`config.mk`:
```
export PLATFORM = sky130hd
export DESIGN_NAME = vending_dispenser
export DESIGN_NICKNAME = d
export VERILOG_FILES = /design/src/rtl/vending_pkg.sv /design/src/rtl/vend_cycle_timer.sv /design/src/rtl/vending_dispenser.sv
export SDC_FILE = /design/constraint.sdc
export NUM_CORES = 1
export LEC_CHECK = 0
export ABC_AREA = 1
export CAP_MARGIN = 10
export CORE_MARGIN = 2
export CORE_UTILIZATION = 50
export CTS_CLUSTER_SIZE = 25
export DETAILED_ROUTE_END_ITERATION = 10
export PLACE_DENSITY = 0.74
export SLEW_MARGIN = 20
export SYNTH_ARGS = -nofsm -noshare
export SYNTH_HDL_FRONTEND = slang
export SYNTH_SLANG_ARGS = --single-unit
```
`constraint.sdc`:
```
create_clock -name clk -period 1.4 [get_ports clk]
set_input_delay 0.21 -clock clk [delete_from_list [all_inputs] [get_ports clk]]
set_output_delay 0.21 -clock clk [all_outputs]
set_load 0.1 [all_outputs]
```
`src/rtl/vending_pkg.sv`:
```
// Shared codes and state encoding for the vending FSM and dispenser.
// Includes the change-code to coin-count decode.
package vending_pkg;

  localparam logic [1:0] ITEM_NONE = 2'd0;
  localparam logic [1:0] ITEM_20   = 2'd1;
  localparam logic [1:0] ITEM_50   = 2'd2;

  localparam logic [1:0] CHG_NONE  = 2'd0;
  localparam logic [1:0] CHG_10    = 2'd1;
  localparam logic [1:0] CHG_30    = 2'd2;
  localparam logic [1:0] CHG_40    = 2'd3;

  typedef enum logic [2:0] {
    ST_IDLE,
    ST_MOTOR,
    ST_COIN,
    ST_GAP,
    ST_COMPLETE,
    ST_FAULT
  } disp_state_e;

  function automatic logic [3:0] coin_count(input logic [1:0] chg);
    logic [3:0] n;
    unique case (chg)
      CHG_10:  n = 4'd1;
      CHG_30:  n = 4'd3;
      CHG_40:  n = 4'd4;
      default: n = 4'd0;
    endcase
    return n;
  endfunction

endpackage

```
`src/rtl/vend_cycle_timer.sv`:
```
// Loadable down-counter; expired_o is high while the count is zero.
// Shared by the motor pulse, coin gap and ack timeout.
module vend_cycle_timer #(
  parameter int W = 8
) (
  input  logic         clk,
  input  logic         rst_n,
  input  logic         load_i,
  input  logic [W-1:0] load_val_i,
  input  logic         en_i,
  output logic         expired_o
);

  logic [W-1:0] cnt_q;

  always_ff @(posedge clk) begin
    if (!rst_n) begin
      cnt_q <= '0;
    end else if (load_i) begin
      cnt_q <= load_val_i;
    end else if (en_i && (cnt_q != '0)) begin
      cnt_q <= cnt_q - 1'b1;
    end
  end

  assign expired_o = (cnt_q == '0);

endmodule

```
`src/rtl/vending_dispenser.sv`:
```
// Actuator stage: item motor pulse, then 10-dollar coins via req/ack.
// One pending slot absorbs a back-to-back vend.
module vending_dispenser
  import vending_pkg::*;
#(
  parameter int PULSE_CYCLES = 4,
  parameter int GAP_CYCLES   = 2,
  parameter int ACK_TIMEOUT  = 16
) (
  input  logic       clk,
  input  logic       rst_n,
  input  logic [1:0] item_i,
  input  logic [1:0] change_i,
  input  logic       coin_ack_i,
  output logic       motor_20_o,
  output logic       motor_50_o,
  output logic       coin_req_o,
  output logic       busy_o,
  output logic       done_o,
  output logic       overflow_o,
  output logic       fault_o
);

  localparam int TW = 8;
  localparam logic [TW-1:0] PULSE_LD = TW'(PULSE_CYCLES - 1);
  localparam logic [TW-1:0] GAP_LD   = TW'(GAP_CYCLES - 1);
  localparam logic [TW-1:0] ACK_LD   = TW'(ACK_TIMEOUT - 1);

  disp_state_e state_q, state_d;
  logic [1:0]  item_q, item_d;
  logic [3:0]  cnt_q, cnt_d;
  logic        pend_vld_q, pend_vld_d;
  logic [1:0]  pend_item_q, pend_item_d;
  logic [3:0]  pend_cnt_q, pend_cnt_d;
  logic        ovf_q, ovf_d;

  logic          req;
  logic          direct;
  logic          tmr_load;
  logic [TW-1:0] tmr_val;
  logic          tmr_en;
  logic          tmr_exp;

  assign req    = (item_i == ITEM_20) || (item_i == ITEM_50);
  assign direct = (state_q == ST_IDLE) && !pend_vld_q;

  vend_cycle_timer #(.W(TW)) u_tmr (
    .clk       (clk),
    .rst_n     (rst_n),
    .load_i    (tmr_load),
    .load_val_i(tmr_val),
    .en_i      (tmr_en),
    .expired_o (tmr_exp)
  );

  always_ff @(posedge clk) begin
    if (!rst_n) begin
      state_q     <= ST_IDLE;
      item_q      <= ITEM_NONE;
      cnt_q       <= '0;
      pend_vld_q  <= 1'b0;
      pend_item_q <= ITEM_NONE;
      pend_cnt_q  <= '0;
      ovf_q       <= 1'b0;
    end else begin
      state_q     <= state_d;
      item_q      <= item_d;
      cnt_q       <= cnt_d;
      pend_vld_q  <= pend_vld_d;
      pend_item_q <= pend_item_d;
      pend_cnt_q  <= pend_cnt_d;
      ovf_q       <= ovf_d;
    end
  end

  always_comb begin
    state_d     = state_q;
    item_d      = item_q;
    cnt_d       = cnt_q;
    pend_vld_d  = pend_vld_q;
    pend_item_d = pend_item_q;
    pend_cnt_d  = pend_cnt_q;
    ovf_d       = ovf_q;
    tmr_load    = 1'b0;
    tmr_val     = '0;
    tmr_en      = 1'b0;

    unique case (state_q)
      ST_IDLE: begin
        if (pend_vld_q) begin
          item_d     = pend_item_q;
          cnt_d      = pend_cnt_q;
          pend_vld_d = 1'b0;
          state_d    = ST_MOTOR;
          tmr_load   = 1'b1;
          tmr_val    = PULSE_LD;
        end else if (req) begin
          item_d   = item_i;
          cnt_d    = coin_count(change_i);
          state_d  = ST_MOTOR;
          tmr_load = 1'b1;
          tmr_val  = PULSE_LD;
        end
      end
      ST_MOTOR, ST_GAP: begin
        if (!tmr_exp) begin
          tmr_en = 1'b1;
        end else if (cnt_q != '0) begin
          state_d  = ST_COIN;
          tmr_load = 1'b1;
          tmr_val  = ACK_LD;
        end else begin
          state_d = ST_COMPLETE;
        end
      end
      ST_COIN: begin
        if (coin_ack_i) begin
          cnt_d    = cnt_q - 4'd1;
          state_d  = ST_GAP;
          tmr_load = 1'b1;
          tmr_val  = GAP_LD;
        end else if (tmr_exp) begin
          state_d = ST_FAULT;
        end else begin
          tmr_en = 1'b1;
        end
      end
      ST_COMPLETE: state_d = ST_IDLE;
      ST_FAULT:    state_d = ST_FAULT;
      default:     state_d = ST_IDLE;
    endcase

    // Slot is free if empty or being consumed by IDLE this cycle.
    if (req && !direct) begin
      if (!pend_vld_q || (state_q == ST_IDLE)) begin
        pend_vld_d  = 1'b1;
        pend_item_d = item_i;
        pend_cnt_d  = coin_count(change_i);
      end else begin
        ovf_d = 1'b1;
      end
    end
  end

  assign motor_20_o = (state_q == ST_MOTOR) && (item_q == ITEM_20);
  assign motor_50_o = (state_q == ST_MOTOR) && (item_q == ITEM_50);
  assign coin_req_o = (state_q == ST_COIN);
  assign busy_o     = (state_q != ST_IDLE) || pend_vld_q;
  assign done_o     = (state_q == ST_COMPLETE);
  assign overflow_o = ovf_q;
  assign fault_o    = (state_q == ST_FAULT);

endmodule
```
* After elaboration in Yosys (flattened, before gate mapping) *
Cells that the tools add are included.

storage, ports and cells
  logic and storage cells = 85
  output and inout bits = 7
  register bits = 25

cells by class
  equality and inequality tests = 16
  mux-type cells = 34
  bitwise gates (word level) = 1
  reduce and logical (&&, ||, !) cells = 24
  add/subtract/negate cells = 2

operators by type and width
  cell                                              count
  2-to-1 mux 4 bit                                  5
  2-to-1 mux 3 bit                                  6
  2-to-1 mux 8 bit                                  2
  one-hot mux 3 bit (4 select lines)                1
  one-hot mux 4 bit (3 select lines)                1
  2-to-1 mux 1 bit                                  11
  one-hot mux 3 bit (3 select lines)                1
  == test 2 bit, second input constant              4
  zero test 8 bit                                   1
  2-to-1 mux 2 bit                                  4
  one-hot mux 4 bit (2 select lines)                1
  nonzero test 8 bit                                1
  subtractor 8 x 1 -> 8 bit, second input constant  1
  == test 2 x 1 -> 1 bit, second input constant     3
  == test 3 x 2 -> 1 bit, second input constant     2
  == test 3 bit, second input constant              2
  AND reduction 2 bit                               3
  AND reduction 3 bit                               2
  nonzero test 2 bit                                3
  logical AND 1 bit                                 5
  inequality test 2 bit, second input constant      2
  nonzero test 4 bit                                1
  subtractor 4 x 1 -> 4 bit, second input constant  1
  == test 3 x 1 -> 1 bit, second input constant     1
  other kinds (10)                                  13

* Depth between registers and ports, before layout *
Gate-level depths: netlist (run 1).

  depth after elaboration = 7
  depth in mapped cells = 12
  mapped depth without buffers = 12

* By module *
From an unflattened synthesis (run 1), not the netlist that was laid out.

second synthesis, totals
  cells, all modules = 263
  area, all modules = 1,636.6 µm²

by module, submodules not included
  module             seq. area each (µm²)  cells an instance  area an instance (µm²)  times used
  vending_dispenser  320.3                 159                1,036.0                 1
  vend_cycle_timer   160.2                 104                600.6                   1

* Worst setup path before layout (run 1) *
Ideal clock, no wire load.

  path type = register -> output
  start = reg state_q[0]
  end = out motor_50_o
  path slack = -1.610 ns
  data required time = 1.190 ns
  stages on the path, launching flop included = 5
  data arrival time = 2.800 ns
  cells stage by stage = dfxtp_1 nand2_2 inv_1 nand2_1 nor3_1

between the ends
  longest elaborated chain between the ends = 2

RTL lines
  element                 line                      text
  from (decl)             vending_dispenser.sv:29   disp_state_e state_q, state_d;
  from (signal assigned)  vending_dispenser.sv:66   state_q <= state_d;
  == test 3 x 1 -> 1 bit  vending_dispenser.sv:146  assign motor_50_o = (state_q == ST_MOTOR) && (item_q == ITEM_50);
  logical AND 1 bit       vending_dispenser.sv:146
  to (decl)               vending_dispenser.sv:16   output logic motor_50_o,

No other way between the ends.

* Final worst setup path (run 1) *
  start = reg state_q[0]
  end = out coin_req_o

between the ends
  longest elaborated chain between the ends = 1

RTL lines
  element                 line                      text
  == test 3 x 2 -> 1 bit  vending_dispenser.sv:147  assign coin_req_o = (state_q == ST_COIN);
  to (decl)               vending_dispenser.sv:17   output logic coin_req_o,

No other way between the ends.

==> summary.md, run 1 <==
| Metric | Value |
|---|---|
| Post-synthesis net count | 210 |
| Tightest Hold Check Type | input port to flip-flop |
| Fill cells | 143 |
| CTS Buf Count | 3 |
| DRT Pass-1 Iters | 4 |
| Tot Pwr | 5.93 mW |
| Hold Violations, Final | 0 |
| Leading cell type in the layout, fill and taps excluded | nand2_1 |
| CTS tree | done |
| Area leader, netlist | dfxtp_1 |
| Share of layout cells above drive strength 1 | 47.6% |
| Final setup fails | 28 |
| CTS sink cnt | 24 |
| Crit path from | state_q[0] |
| FMAX | 0.631 GHz |
| PnR worst setup slack | -0.184 ns |
| Critical Path AT | 1.37 ns |
| DR top layer | met4 |
| Commonest non-fill, non-tap cells in the layout | nand2_1 (34), buf_4 (26), inv_1 (18), dfxtp_1 (17), a21oi_1 (14) |
| Critical path type | flip-flop to output pin |
| Reg clk slew, reported paths | 0.13 ns |
| Global placement routability congestion | 0.802 |
| N_diodes | 0 |
| Grt ovf | 0 |
| Met2 WL | 2370 microns |
| Status | finished with violations |
| # hold bufs at CTS | 0 |
| Antenna-violating nets left | 0 |
| Final HPWL from detailed placement | 2450 microns |
| Die height | 56.6 microns |
| Overall routing resource usage | 25.4% |
| Clock root cell | clkbuf_4 |
| Total vias in the final route | 1,585 |
| Leakage | 0.980 nW |
| Gate Count Post-Synth | 198 |
| Clk_lat worst skew | 0.32 ns |
| Vias per inst | 5.64 |
| H-tree depth | 1 |
| Critical Path Sink Type | output pin |
| Starting DRT DRC Count | 94 |
| Synth area leaders | dfxtp_1 (35%), nand2_1 (11%), a21oi_1 (6.9%) |
| Seq/Total Area, Yosys | 34.7% |
| Area Growth Syn to Fin | 63.2% |
| Max clock buf depth | 2 |
| Synth unique cells | 26 |
| Final Cycle Share | 113% |
| CORE AREA | 2690 sq um |
| Register bit total from synthesis | 24 |
| Initial Util | 51.6% |
| Synth warnings | 0 |
| Post-Syn Area | 1390 sq um |
| # rows | 19 |
| Fin nets | 263 |
| DR DRC count | 0 |
| Setup crit start kind | flip-flop |
| Avg Inst Size Synth | 7.00 sq um |
| CP Max Fanout | 4 |
| Largest net degree at the start of global routing | 15 |
| Max-capacitance violation count | 0 |
| Failing checks | negative setup slack |
| Worst Skew | 0.0115 ns |
| Horiz. Die Dim | 56.6 microns |
| Per-cell routed wire length | 16.5 microns |
| Worst hold path startpoint | item_i[0] |
| Die area | 3210 sq um |
| Placed cells | 259 |
| DRT Wirelength | 4640 microns |
| WL met1 | 1890 microns |
| Non-filler cells, final | 281 |
| Share of the synthesized area in the top cell type | 34.7% |
| FF-to-FF Start | state_q[0] |
| Critical Path RT | 1.19 ns |
| First-pass GRT wire length | 6420 microns |
| Worst slew pin tran | 0.329 ns |
| Vias in the first global route | 1,510 |
| Worst slew margin | 78.1% |
| Tmin final | 1.58 ns |
| Final Max Tran Viols | 0 |
| Port buffer count | 13 |
| Worst VDD drop | 1.99 mV |
| IO Pins | 14 |
| Setup repair after global routing missed its margin | true |
| Power Dens Cells | 2620 nW/um^2 |
| Met3 WL | 229 microns |
| Antenna violations before repair | 0 |
==> cell usage after synthesis <==
master    instances
a21oi_1          19
a211oi_1          1
nand3_4           1
xor2_1            1
nor2_4            4
nor2_1           21
nor3_1            4
buf_2             1
nor3_4            1
o21ai_1           5
nand4_1           1
inv_2             5
nand3_1           5
inv_1            24
nand3b_2          1
nand4_2           1
nor3_2            2
nand2_1          42
o21ai_0          15
xnor2_1           3
o21a_1            2
nand2_2           7
dfxtp_1          24
ha_1              5
a21oi_2           1
a31oi_1           2
==> logic make-up (layout without fill, tap and decap cells) <==
group | after synthesis | count (layout) | synth area share (%)
xor gates and xnor gates | 4 | 4 | 2.53
adders and majority gates | 5 | 5 | 4.52
DFF | 24 | 24 | 34.7
buffers and inverters | 30 | 81 | 8.22
and+or+nand+nor | 90 | 91 | 32.8
AOI/OAI and AO/OA | 45 | 45 | 17.3
==> state kept, by name, indices dropped and copies added, names as in the netlist <==
register and flops:
cnt_q 4, item_q 2, overflow_o 1, pend_cnt_q 3, pend_item_q 2, pend_vld_q 1
state_q 3, u_tmr.cnt_q 8
==> metal layers <==
metal | global-route usage [%] | vias up
met5 | 0 | -
met4 | 13.3 | 0
met3 | 3.23 | 19
met2 | 45.0 | 66
met1 | 29.4 | 749
li1 | - | 751
==> what timing repair did <==
action	CTS	global route
endpoints found under the setup margin	17	29
cloned	1	0
pin swaps	16	18
gates resized for setup	39	54
buffers inserted	9	8
==> metrics by stage <==
stage | instance area (sq um) | utilization (%) | setup WS, ns | setup TNS (ns) | hold slack (ns)
after floorplan | 1430 | - | -0.517 | -8.62 | 0.299
after global placement | 1800 | 66.8 | -0.199 | -2.94 | 0.457
after detailed placement | 1800 | 66.8 | -0.276 | -4.41 | 0.461
after CTS | 2010 | 74.9 | -0.151 | -0.992 | 0.476
after global routing | 2260 | 84.2 | -0.218 | -3.51 | 0.194
final | 2260 | 84.2 | -0.184 | -2.02 | 0.198
==> path summary, 6_finish.rpt <==
check	depth (start not counted)	endpoint	slack, ns
max	4	coin_req_o	-0.18
min	2	pend_item_q[1]	0.20
max reg2reg	11	u_tmr.cnt_q[3]	-0.15
min reg2reg	2	item_q[0]	0.50
==> cell type report <==
type	instances	area (sq um)	area share, %
clock buffers	4	26.3	1.16
inverters	29	126	5.59
multi-input cells	145	1070	47.5
flip-flops and latches	24	497	22.0
well taps	31	38.8	1.72
repair buffers	48	499	22.1
==> critical path, cell delays in order (launching register included) <==
cell and delay (ns):
dfxtp_4 0.40, buf_6 0.13, nor3_4 0.23, buf_6 0.14, buf_12 0.16
==> power breakdown <==
part	internal, mW	switching (mW)
Combinational	1.83	2.60
Clock	0.112	0.224
Sequential	0.940	0.229
Total	2.88	3.06
(Power assumes the default switching activity.)
==> run 2: changes to the inputs <==
CAP_MARGIN = 20   (was 10)
==> results of run 2 <==
Same layout as run 1: the final DEF is identical, and so are final timing and power.
